**src/rtl/ula_ctrl_fsm.sv**
```systemverilog
// ula_ctrl_fsm: multi-cycle FETCH/DECODE/EXEC/MEM/WB control unit that decodes instructions for the ULA.
// Optional build macro CTRL_ILLEGAL_TRAP_EN: illegal instructions set err and halt instead of running as NOP.
module ula_ctrl_fsm #(
  parameter int         MEM_WAIT_MAX = 255,
  parameter logic [5:0] OP_HALT      = 6'h3F
) (
  input  logic        clk,
  input  logic        rst_n,
  input  logic [31:0] instr,
  input  logic        instr_valid,
  output logic        instr_req,
  input  logic        uf,
  input  logic        mem_ack,
  output logic        mem_req,
  output logic        mem_we,
  output logic [4:0]  aluop,
  output logic [4:0]  smt,
  output logic        alu_src_imm,
  output logic        reg_we,
  output logic        reg_dst_rd,
  output logic        wb_mem,
  output logic        pc_we,
  output logic [1:0]  pc_sel,
  output logic        halted,
  output logic        err
);

`ifdef CTRL_ILLEGAL_TRAP_EN
  localparam bit TRAP_EN = 1'b1;
`else
  localparam bit TRAP_EN = 1'b0;
`endif

  localparam bit         WAIT_EN   = (MEM_WAIT_MAX > 0);
  localparam logic [7:0] WAIT_LAST = (MEM_WAIT_MAX > 0) ? 8'(MEM_WAIT_MAX - 1) : 8'd0;

  typedef enum logic [2:0] {S_FETCH, S_DECODE, S_EXEC, S_MEM, S_WB, S_HALT} state_t;
  typedef enum logic [2:0] {C_NOP, C_ALU, C_LW, C_SW, C_BR, C_J, C_HALT, C_ILL} cls_t;

  state_t      state_reg, state_next;
  cls_t        cls_reg, dec_cls;
  logic [4:0]  aluop_reg, dec_aluop;
  logic [4:0]  smt_reg;
  logic        imm_reg, dec_imm;
  logic        rd_reg, dec_rd;
  logic [7:0]  wait_cnt_reg;
  logic        run_reg;
  logic        err_reg;
  logic        err_set;
  logic        fetch_take;
  logic        mem_timeout;

  // IR[25:11] (register numbers) are consumed by the external datapath only.
  logic unused_instr_bits;
  assign unused_instr_bits = ^instr[25:11];

  // run_reg keeps instr_req low until the first clock after reset.
  assign fetch_take  = (state_reg == S_FETCH) && run_reg && instr_valid;
  assign mem_timeout = WAIT_EN && (wait_cnt_reg == WAIT_LAST);

  always_comb begin
    dec_cls   = C_ILL;
    dec_aluop = 5'b00000;
    dec_imm   = 1'b0;
    dec_rd    = 1'b0;
    case (instr[31:26])
      6'h00: begin
        dec_cls = C_ALU;
        dec_rd  = 1'b1;
        case (instr[5:0])
          6'h20:   dec_aluop = 5'b00001;
          6'h22:   dec_aluop = 5'b00010;
          6'h24:   dec_aluop = 5'b00011;
          6'h25:   dec_aluop = 5'b00100;
          6'h27:   dec_aluop = 5'b00101;
          6'h26:   dec_aluop = 5'b00110;
          6'h00:   dec_aluop = 5'b00111;
          6'h02:   dec_aluop = 5'b01000;
          default: begin
            dec_cls = C_ILL;
            dec_rd  = 1'b0;
          end
        endcase
      end
      6'h08: begin dec_cls = C_ALU; dec_aluop = 5'b00001; dec_imm = 1'b1; end
      6'h23: begin dec_cls = C_LW;  dec_aluop = 5'b00001; dec_imm = 1'b1; end
      6'h2B: begin dec_cls = C_SW;  dec_aluop = 5'b00001; dec_imm = 1'b1; end
      6'h04: begin dec_cls = C_BR;  dec_aluop = 5'b01011; end
      6'h05: begin dec_cls = C_BR;  dec_aluop = 5'b01100; end
      6'h06: begin dec_cls = C_BR;  dec_aluop = 5'b01001; end
      6'h02: dec_cls = C_J;
      default: dec_cls = C_ILL;
    endcase
    if (instr[31:26] == OP_HALT) begin
      dec_cls   = C_HALT;
      dec_aluop = 5'b00000;
      dec_imm   = 1'b0;
      dec_rd    = 1'b0;
    end
    if (dec_cls == C_ILL && !TRAP_EN) begin
      dec_cls   = C_NOP;
      dec_aluop = 5'b00000;
      dec_imm   = 1'b0;
      dec_rd    = 1'b0;
    end
  end

  always_ff @(posedge clk or negedge rst_n) begin
    if (!rst_n) begin
      state_reg    <= S_FETCH;
      cls_reg      <= C_NOP;
      aluop_reg    <= 5'b00000;
      smt_reg      <= 5'b00000;
      imm_reg      <= 1'b0;
      rd_reg       <= 1'b0;
      wait_cnt_reg <= 8'd0;
      run_reg      <= 1'b0;
      err_reg      <= 1'b0;
    end else begin
      state_reg <= state_next;
      run_reg   <= 1'b1;
      if (err_set) err_reg <= 1'b1;
      // Decoded fields are latched together with the instruction so they are valid from DECODE on.
      if (fetch_take) begin
        cls_reg   <= dec_cls;
        aluop_reg <= dec_aluop;
        smt_reg   <= instr[10:6];
        imm_reg   <= dec_imm;
        rd_reg    <= dec_rd;
      end
      if (state_reg != S_MEM) wait_cnt_reg <= 8'd0;
      else if (wait_cnt_reg != 8'hFF) wait_cnt_reg <= wait_cnt_reg + 8'd1;
    end
  end

  always_comb begin
    state_next = state_reg;
    instr_req  = 1'b0;
    mem_req    = 1'b0;
    mem_we     = 1'b0;
    reg_we     = 1'b0;
    wb_mem     = 1'b0;
    pc_we      = 1'b0;
    pc_sel     = 2'b00;
    err_set    = 1'b0;
    case (state_reg)
      S_FETCH: begin
        instr_req = run_reg;
        if (fetch_take) state_next = S_DECODE;
      end
      S_DECODE: begin
        case (cls_reg)
          C_HALT:  state_next = S_HALT;
          C_ILL: begin
            err_set    = 1'b1;
            state_next = S_HALT;
          end
          default: state_next = S_EXEC;
        endcase
      end
      S_EXEC: begin
        case (cls_reg)
          C_BR: begin
            pc_we      = 1'b1;
            pc_sel     = {1'b0, uf};
            state_next = S_FETCH;
          end
          C_J: begin
            pc_we      = 1'b1;
            pc_sel     = 2'b10;
            state_next = S_FETCH;
          end
          C_LW, C_SW: state_next = S_MEM;
          C_ALU:      state_next = S_WB;
          default: begin
            pc_we      = 1'b1;
            state_next = S_FETCH;
          end
        endcase
      end
      S_MEM: begin
        mem_req = 1'b1;
        mem_we  = (cls_reg == C_SW);
        // An ack arriving in the timeout cycle takes priority over the timeout.
        if (mem_ack) begin
          if (cls_reg == C_LW) begin
            state_next = S_WB;
          end else begin
            pc_we      = 1'b1;
            state_next = S_FETCH;
          end
        end else if (mem_timeout) begin
          err_set    = 1'b1;
          pc_we      = 1'b1;
          state_next = S_FETCH;
        end
      end
      S_WB: begin
        reg_we     = 1'b1;
        wb_mem     = (cls_reg == C_LW);
        pc_we      = 1'b1;
        state_next = S_FETCH;
      end
      S_HALT:  state_next = S_HALT;
      default: state_next = S_FETCH;
    endcase
  end

  assign aluop       = aluop_reg;
  assign smt         = smt_reg;
  assign alu_src_imm = imm_reg;
  assign reg_dst_rd  = rd_reg;
  assign halted      = (state_reg == S_HALT);
  assign err         = err_reg;

endmodule

```
**config.mk**
```make
export PLATFORM = sky130hd
export DESIGN_NAME = ula_ctrl_fsm
export DESIGN_NICKNAME = d
export VERILOG_FILES = /design/src/rtl/ula_ctrl_fsm.sv
export SDC_FILE = /design/constraint.sdc
export NUM_CORES = 1
export LEC_CHECK = 0
export CAP_MARGIN = 20
export CORE_ASPECT_RATIO = 0.9
export CORE_UTILIZATION = 38
export CTS_CLUSTER_DIAMETER = 30
export DETAILED_ROUTE_END_ITERATION = 6
export PLACE_DENSITY = 0.74
export SYNTH_ARGS = -nofsm -noshare
export SYNTH_HDL_FRONTEND = slang
export SYNTH_SLANG_ARGS = --single-unit
```
**constraint.sdc**
```tcl
create_clock -name clk -period 5 [get_ports clk]
set_clock_uncertainty 0.15 [all_clocks]
set_input_delay 0.5 -clock clk [delete_from_list [all_inputs] [get_ports clk]]
set_output_delay 0.5 -clock clk [all_outputs]
set_load 0.02 [all_outputs]
```
# Yosys cells after proc, flatten, opt, wreduce, memory -nomap -nowiden
# Index checks and enable logic that the tools add are counted.
# totals
ff_bits	28
latch_bits	0
mem_bits_rw	0
rom_bits	0
input_bits	37
out_inout_bits	22
n_memories	0
# classes
add_sub_neg	1
mul	0
div_mod_pow	0
n_lt_le_gt_ge	0
eq_ne	33
n_shift	0
n_mux	39
bitwise_logic	0
reduce_logical	13
# ops
cell	n
6-bit equality test (second input constant)	9
4-bit case mux with 8 select lines	1
3-bit 2-to-1 mux	8
3-bit equality test (second input constant)	7
4-bit case mux with 5 select lines	1
6-bit by 3-bit equality test with 1-bit output (second input constant)	3
1-bit 2-to-1 mux	18
3-bit case mux with 6 select lines	1
8-bit 2-to-1 mux	2
3-bit case mux with 5 select lines	1
3-bit by 2-bit equality test with 1-bit output (second input constant)	4
6-bit by 2-bit equality test with 1-bit output (second input constant)	2
6-bit zero test	2
5-bit 2-to-1 mux	2
3-bit OR reduction	3
8-bit by 1-bit adder with 8-bit output (second input constant)	1
8-bit equality test (second input constant)	1
8-bit != test (second input constant)	1
8-bit OR reduction	1
3-bit by 1-bit equality test with 1-bit output (second input constant)	2
6-bit by 4-bit equality test with 1-bit output (second input constant)	1
3-bit case mux with 2 select lines	1
2-bit case mux with 2 select lines	1
2-bit OR reduction	2
other kinds (10)	11

# Longest topological paths before layout
# Gate-level depths: netlist of run 1.
# logic_depth
word_depth	7
ltp_mapped	7
depth_no_buf	6

# Worst setup path before layout of run 1
# Ideal clock, no wire load.
# synth_path
path_kind	register to register
start	register state_reg[2]
end	register aluop_reg[0], in the netlist aluop[0]
setup_time_ns	0.121
arrival_ns	1.903
setup_slack_ns	2.826
path_stages_with_launch	7
cell_sequence	dfrtp_1 clkbuf_1 nor4b_2 nand2_1 buf_2 clkbuf_1 a22o_1
# synth_between
elab_chain_cells	3
# synth_rtl
element	line	source
start, declared	40	state_t state_reg, state_next;
start signal, assigned	120	state_reg <= state_next;
3-bit zero test	58	assign fetch_take = (state_reg == S_FETCH) && run_reg && instr_valid;
1-bit logical AND (2 in a row)	58	
end signal, assigned	126	aluop_reg <= dec_aluop;
end, declared	42	logic [4:0] aluop_reg, dec_aluop;
# Every way passes these cells.
# A chain may end at the register's enable or synchronous reset.

# Worst setup path after layout of run 1
# layout_path
start	register state_reg[1]
end	output mem_we
# layout_between
elab_chain_cells	2
# layout_rtl
element	line	source
3-bit by 2-bit equality test with 1-bit output	146	case (state_reg)
1-bit 2-to-1 mux	146	
end, declared	15	output logic mem_we,
# Every way passes these cells.

==> reports/results.ini, run 1 <==
[clock_tree]
htreeDepth=1
postCtsHoldBufs=0
cts_max_path_buffers=2
worst_skew_pair.late_latency_ps=260
clkSinkCount=27
cts_buffers=3
cts_setup_buffers=0
cts_tree=yes
cts-resized-gates=0
path_clk_slew_ps=90
root_buffer=clkbuf_8

[setup_path]
endpoint=mem_we
r2r_cells=4
crit_arrival_ps=2170
r2r_setup_slack_ps=2590
path_class=reg2out
crit_fanout=10
r2r_end=aluop[2]$_DFFE_PN0P_
crit_path_cell_trace=nor2b_1, nand2_1, inv_2, and3_1, clkdlybuf4s50_1
endpoint_kind=output port
slowest_stage=clkdlybuf4s50_1
reg2reg_from=state_reg[2]$_DFFE_PN0P_
slowest_delay_ps=590
crit_start=state_reg[1]$_DFFE_PN0P_
worstPathRequired_ps=4350
crit_path_start_kind=flip-flop

[power]
p_seq_share_pct=44.5
p_leak_nw=0.864
p_int_uw=439
ir_drop_v=0.000164
p_per_area_mw_per_mm2=323
switching_share_pct=35.8
pwr-share-comb_pct=37.7
power.share.clock_pct=17.8
switching_power_uw=245

[placement]
dp_hpwl_um=2570
portBuffers=42
dp.cells=262
place.gp.congestion=0.800
pre_cts_ws_ps=2340
dpl_cell_area_mm2=0.00207

[timing]
timing.slew.headroom_pct=54.1
fin_setup_tns_ps=0
slew_violations=0
worst_pin_slew_ps=687
setup_viol=0
finalCriticalPeriod_ps=2820
min_period_over_period_pct=56.5
timing.fmax_mhz=354
setup_slack_ps=2180
finalHoldViolCount=0
rsz0062_at_grt=no

[worst_hold_path]
hp-class=reg2reg

[route]
ant_nets=0
viasPerCell=5.48
totalWireLength_um=3450
post_drt_wl_per_cell_um=13.0
drc=4
drt_iter0_markers=99
dr.pass1.iters=6
vias=1459

[synth]
ys_seq_elements=27
ys_top_cells_by_count=dfrtp_1, nor2_1, nand2_1
synthCells=181
synth-seq-area-share_pct=41.4
yosysMostFrequentCell=dfrtp_1
async_flop_share_pct=100
netlist.area_leader.share_pct=41.4
synth_edf_count=0
ys_types=51
synth.avg_cell_area_um2=9.02
synth_top_cell_by_area=dfrtp_1
netlist_area_mm2=0.00163
synth_ff_type=dfrtp_1
synth_nets=220
synth.top_cells.by_area=dfrtp_1, nor2_1, mux2_1
synth.yosys.warnings=0

[floorplanning]
die_y_um=64.2
ios=59
start_util_pct=39.8
dieArea_mm2=0.00456
rows=22
core_mm2=0.00410
fp.dieW_um=71.1

[final_layout]
layout.cells.non_filler=266
largest_reg_flops=8
design_area_mm2=0.00212
drive_above_1_share_pct=6.42
final_nets=258
num_antenna_cells=0
syn_to_final_growth_pct=29.8
utilization_pct=51.7

[status]
status=finished with violations
violations=design-rule violations

[flow_run]
cap_violations=0

[grt]
antenna_found_initial=0
grt-busiest-layer=met2
use_met3_pct=2.05
overflow=0
grt_pass1_wl_um=5990
grt_max_degree=28
grt_pass1_vias=1306
gr-usage-all-layers_pct=16.0
grt_use_met1_pct=22.1
met2_usage_pct=26.6

==> area by class of cell <==
type | instances | area, um^2
Timing Repair Buffer | 43 | 428
Multi-Input combinational cell | 138 | 887
Clock inverter | 1 | 5.00
Tap cell | 48 | 60.1
Inverter | 6 | 22.5
Clock buffer | 3 | 41.3
Fill cell | 380 | 1980
Sequential cell | 27 | 676
==> placed cells by master, fill, tap and decap left out, drive strengths merged, types with 2 or more instances in the layout <==
master | synthesis | routed
clkbuf | 6 | 3
nand4 | 2 | 2
o32ai | 3 | 3
a211oi | 2 | 2
mux2 | 6 | 6
nor3 | 9 | 9
nand3 | 4 | 4
a21o | 2 | 2
or2 | 3 | 3
nor3b | 4 | 4
conb | 2 | 2
clkdlybuf4s50 | 0 | 42
o21ai | 13 | 13
and3 | 5 | 5
a31oi | 5 | 5
xnor2 | 2 | 2
ha | 2 | 2
o41ai | 2 | 2
a21oi | 6 | 6
o31ai | 2 | 2
nand2 | 16 | 16
o21a | 2 | 2
a22o | 5 | 5
nor2 | 22 | 22
dfrtp | 27 | 27
inv | 6 | 6
nor4b | 2 | 2
nor2b | 2 | 2
==> logic make-up (layout without fill, tap and decap cells) <==
logic type                 count (synthesis)  in the layout  synth area share [%]
adders and majority gates                  2              2                  1.53
and+or+nand+nor                           75             75                  24.8
xor gates and xnor gates                   3              3                  1.61
DFF                                       27             27                  41.4
other                                      2              2                 0.460
muxes                                      7              7                  4.75
buffers and inverters                     16             53                  4.29
AOI/OAI and AO/OA                         49             49                  21.2
==> worst max-delay path: cells and delay by family, from the launching register on <==
kind                   cells  cell delay [ps]
flip-flops                 1              470
buffers and inverters      2              750
AND/OR/NAND/NOR            3              690
==> layer usage <==
metal | wire, um | part of all wire, % | vias to the layer above
met5 | 0 | 0 | -
met4 | 26 | 0.75 | 0
met3 | 99 | 2.9 | 2
met2 | 1560 | 45 | 33
met1 | 1770 | 51 | 691
li1 | - | - | 733
==> per-stage QoR <==
| stage | power (mW) | hold WS, ps |
|---|---|---|
| floorplan | 0.455 | 54.4 |
| global placement | 0.564 | 320 |
| detailed placement | 0.567 | 331 |
| CTS | 0.688 | 352 |
| global route | 0.731 | 364 |
| finish | 0.684 | 346 |
==> worst min-delay path by stage <==
stage                       startpoint  slack (ps)  cells after the start                      end
floorplan                        rst_n          50                      0  alu_src_imm$_DFFE_PN0P_
global placement       err$_DFFE_PN0P_         320                      2          err$_DFFE_PN0P_
detailed placement  smt[4]$_DFFE_PN0P_         330                      1       smt[4]$_DFFE_PN0P_
CTS                 smt[4]$_DFFE_PN0P_         350                      1       smt[4]$_DFFE_PN0P_
global route        smt[4]$_DFFE_PN0P_         360                      1       smt[4]$_DFFE_PN0P_
finish              smt[3]$_DFFE_PN0P_         350                      1       smt[3]$_DFFE_PN0P_
==> power groups by stage <==
stage | clock, mW | sequential, mW | combinational (mW)
after floorplan | 0 | 0.313 | 0.142
after global placement | 0 | 0.309 | 0.255
after detailed placement | 0 | 0.309 | 0.259
after CTS | 0.124 | 0.304 | 0.260
after global routing | 0.138 | 0.314 | 0.278
final | 0.122 | 0.305 | 0.258
Note: power is estimated with default switching activity, not from simulation.
==> inputs of run 2 (changes only) <==
==> constraint.sdc (replaced) <==
create_clock -name clk -period 2.9 [get_ports clk]
set_clock_uncertainty 0.15 [all_clocks]
set_input_delay 0.29 -clock clk [delete_from_list [all_inputs] [get_ports clk]]
set_output_delay 0.29 -clock clk [all_outputs]
set_load 0.02 [all_outputs]
==> reports/results.ini, run 2 (same netlist as run 1, synthesis figures left out) <==
[floorplanning]
ios=59  ; unchanged
core_mm2=0.00410  ; unchanged
start_util_pct=39.8  ; unchanged
dieArea_mm2=0.00456  ; unchanged
fp.dieW_um=71.1  ; unchanged
rows=22  ; unchanged
die_y_um=64.2  ; unchanged

[placement]
dp_hpwl_um=2550  ; was 2570 um
place.gp.congestion=0.771  ; was 0.800
pre_cts_ws_ps=454  ; was 2340 ps
portBuffers=42  ; unchanged

[setup_path]
r2r_cells=4  ; unchanged
reg2reg_from=state_reg[2]$_DFFE_PN0P_  ; unchanged
r2r_setup_slack_ps=810  ; was 2590 ps
endpoint_kind=output port  ; unchanged
crit_fanout=10  ; unchanged
crit_path_start_kind=flip-flop  ; unchanged
crit_arrival_ps=2130  ; was 2170 ps
path_class=reg2out  ; unchanged
worstPathRequired_ps=2460  ; was 4350 ps
r2r_end=aluop[1]$_DFFE_PN0P_  ; was aluop[2]$_DFFE_PN0P_

[timing]
finalCriticalPeriod_ps=2570
timing.fmax_mhz=388
finalHoldViolCount=0  ; unchanged
slew_violations=0  ; unchanged
fin_setup_tns_ps=0  ; unchanged
setup_slack_ps=325  ; was 2180 ps
min_period_over_period_pct=88.8
setup_viol=0  ; unchanged
rsz0062_at_grt=no  ; unchanged

[final_layout]
num_antenna_cells=0  ; unchanged
final_common_cell=clkdlybuf4s50_1  ; unchanged
drive_above_1_share_pct=6.85  ; was 6.42%
largest_reg_flops=8  ; unchanged
syn_to_final_growth_pct=30.4  ; was 29.8%
layout_common_cells=clkdlybuf4s50_1, dfrtp_1, nor2_1  ; unchanged
fillCellCount=390  ; was 380
final_nets=259  ; was 258

[route]
totalWireLength_um=3420  ; was 3450 um
ant_nets=0  ; unchanged
dr.pass1.iters=7  ; was 6
drt_iter0_markers=88  ; was 99
drc=2  ; was 4
post_drt_wl_per_cell_um=12.8  ; was 13.0 um
vias=1434  ; was 1459
viasPerCell=5.37  ; was 5.48

[clock_tree]
postCtsHoldBufs=0  ; unchanged
cts_tree=yes  ; unchanged
cts_max_path_buffers=2  ; unchanged
clkSinkCount=27  ; unchanged
cts_buffers=3  ; unchanged
htreeDepth=1  ; unchanged
worst_skew_pair.late_latency_ps=280  ; was 260 ps
cts_setup_buffers=0  ; unchanged
cts-resized-gates=0  ; unchanged
path_clk_slew_ps=100  ; was 90 ps
root_buffer=clkbuf_8  ; unchanged

[worst_hold_path]
hp-class=in2async  ; was reg2reg

[grt]
grt_max_degree=28  ; unchanged
grt_pass1_wl_um=6130  ; was 5990 um
gr-usage-all-layers_pct=16.7  ; was 16.0%
grt_pass1_vias=1375  ; was 1306
antenna_found_initial=0  ; unchanged
overflow=0  ; unchanged

[status]
status=finished with violations  ; unchanged
violations=design-rule violations  ; unchanged

[power]
ir_drop_v=0.000262  ; was 0.000164 V
p_per_area_mw_per_mm2=561  ; was 323 mW/mm^2
p_leak_nw=0.865  ; was 0.864 nW

[flow_run]
cap_violations=0  ; unchanged

==> run 2: worst max-delay path by stage <==
stage	startpoint	to	slack, ps	cells after the start
finish	state_reg[1]$_DFFE_PN0P_	mem_we	330	5
global placement	instr[26]	aluop[3]$_DFFE_PN0P_	470	6
detailed placement	instr[26]	aluop[3]$_DFFE_PN0P_	450	6
CTS	state_reg[1]$_DFFE_PN0P_	mem_we	320	5
global route	state_reg[1]$_DFFE_PN0P_	mem_we	150	5
floorplan	state_reg[2]$_DFFE_PN0P_	aluop[0]$_DFFE_PN0P_	730	6
==> run 2: area by class of cell <==
| class | instances | area (um^2) | area share (%) |
|---|---|---|---|
| multi-input cells | 138 | 887 | 41.7 |
| flip-flops and latches | 27 | 676 | 31.7 |
| repair buffers | 44 | 435 | 20.4 |
| well taps | 48 | 60.1 | 2.82 |
| clock buffers | 3 | 41.3 | 1.94 |
| inverters | 6 | 22.5 | 1.06 |
| clock inverters | 1 | 7.51 | 0.353 |
==> run 2: critical path, cell delays in order (launching register included) <==
cell	delay [ps]
dfrtp_1	480
nor2b_1	240
nand2_1	260
inv_2	140
and3_1	150
clkdlybuf4s50_1	590
==> run 2: where the power goes <==
group | internal [mW] | switching, mW | total [mW]
combinational | 0.220 | 0.228 | 0.448
sequential | 0.444 | 0.0851 | 0.529
clock | 0.0976 | 0.121 | 0.219
==> run 2: layer usage <==
metal	wire length [um]	global-route usage [%]	vias up	share of wire, %
met5	0	0	-	0
met4	31	6.75	0	0.91
met3	89	1.58	4	2.6
met2	1520	26.0	34	44
met1	1780	23.9	665	52
li1	-	-	731	-
==> run 2: metrics by stage <==
step / utilization [%] / total power [mW] / cells / cell area [um^2] / hold slack [ps]
after CTS: 51.9 / 1.20 / 267 / 2130 / 241
final: 51.9 / 1.20 / 267 / 2130 / 223
after global placement: 50.7 / 0.978 / 263 / 2080 / 323
after global routing: 51.9 / 1.27 / 267 / 2130 / 259
after detailed placement: 50.7 / 0.985 / 263 / 2080 / 318
after floorplan: - / 0.785 / 181 / 1630 / -156
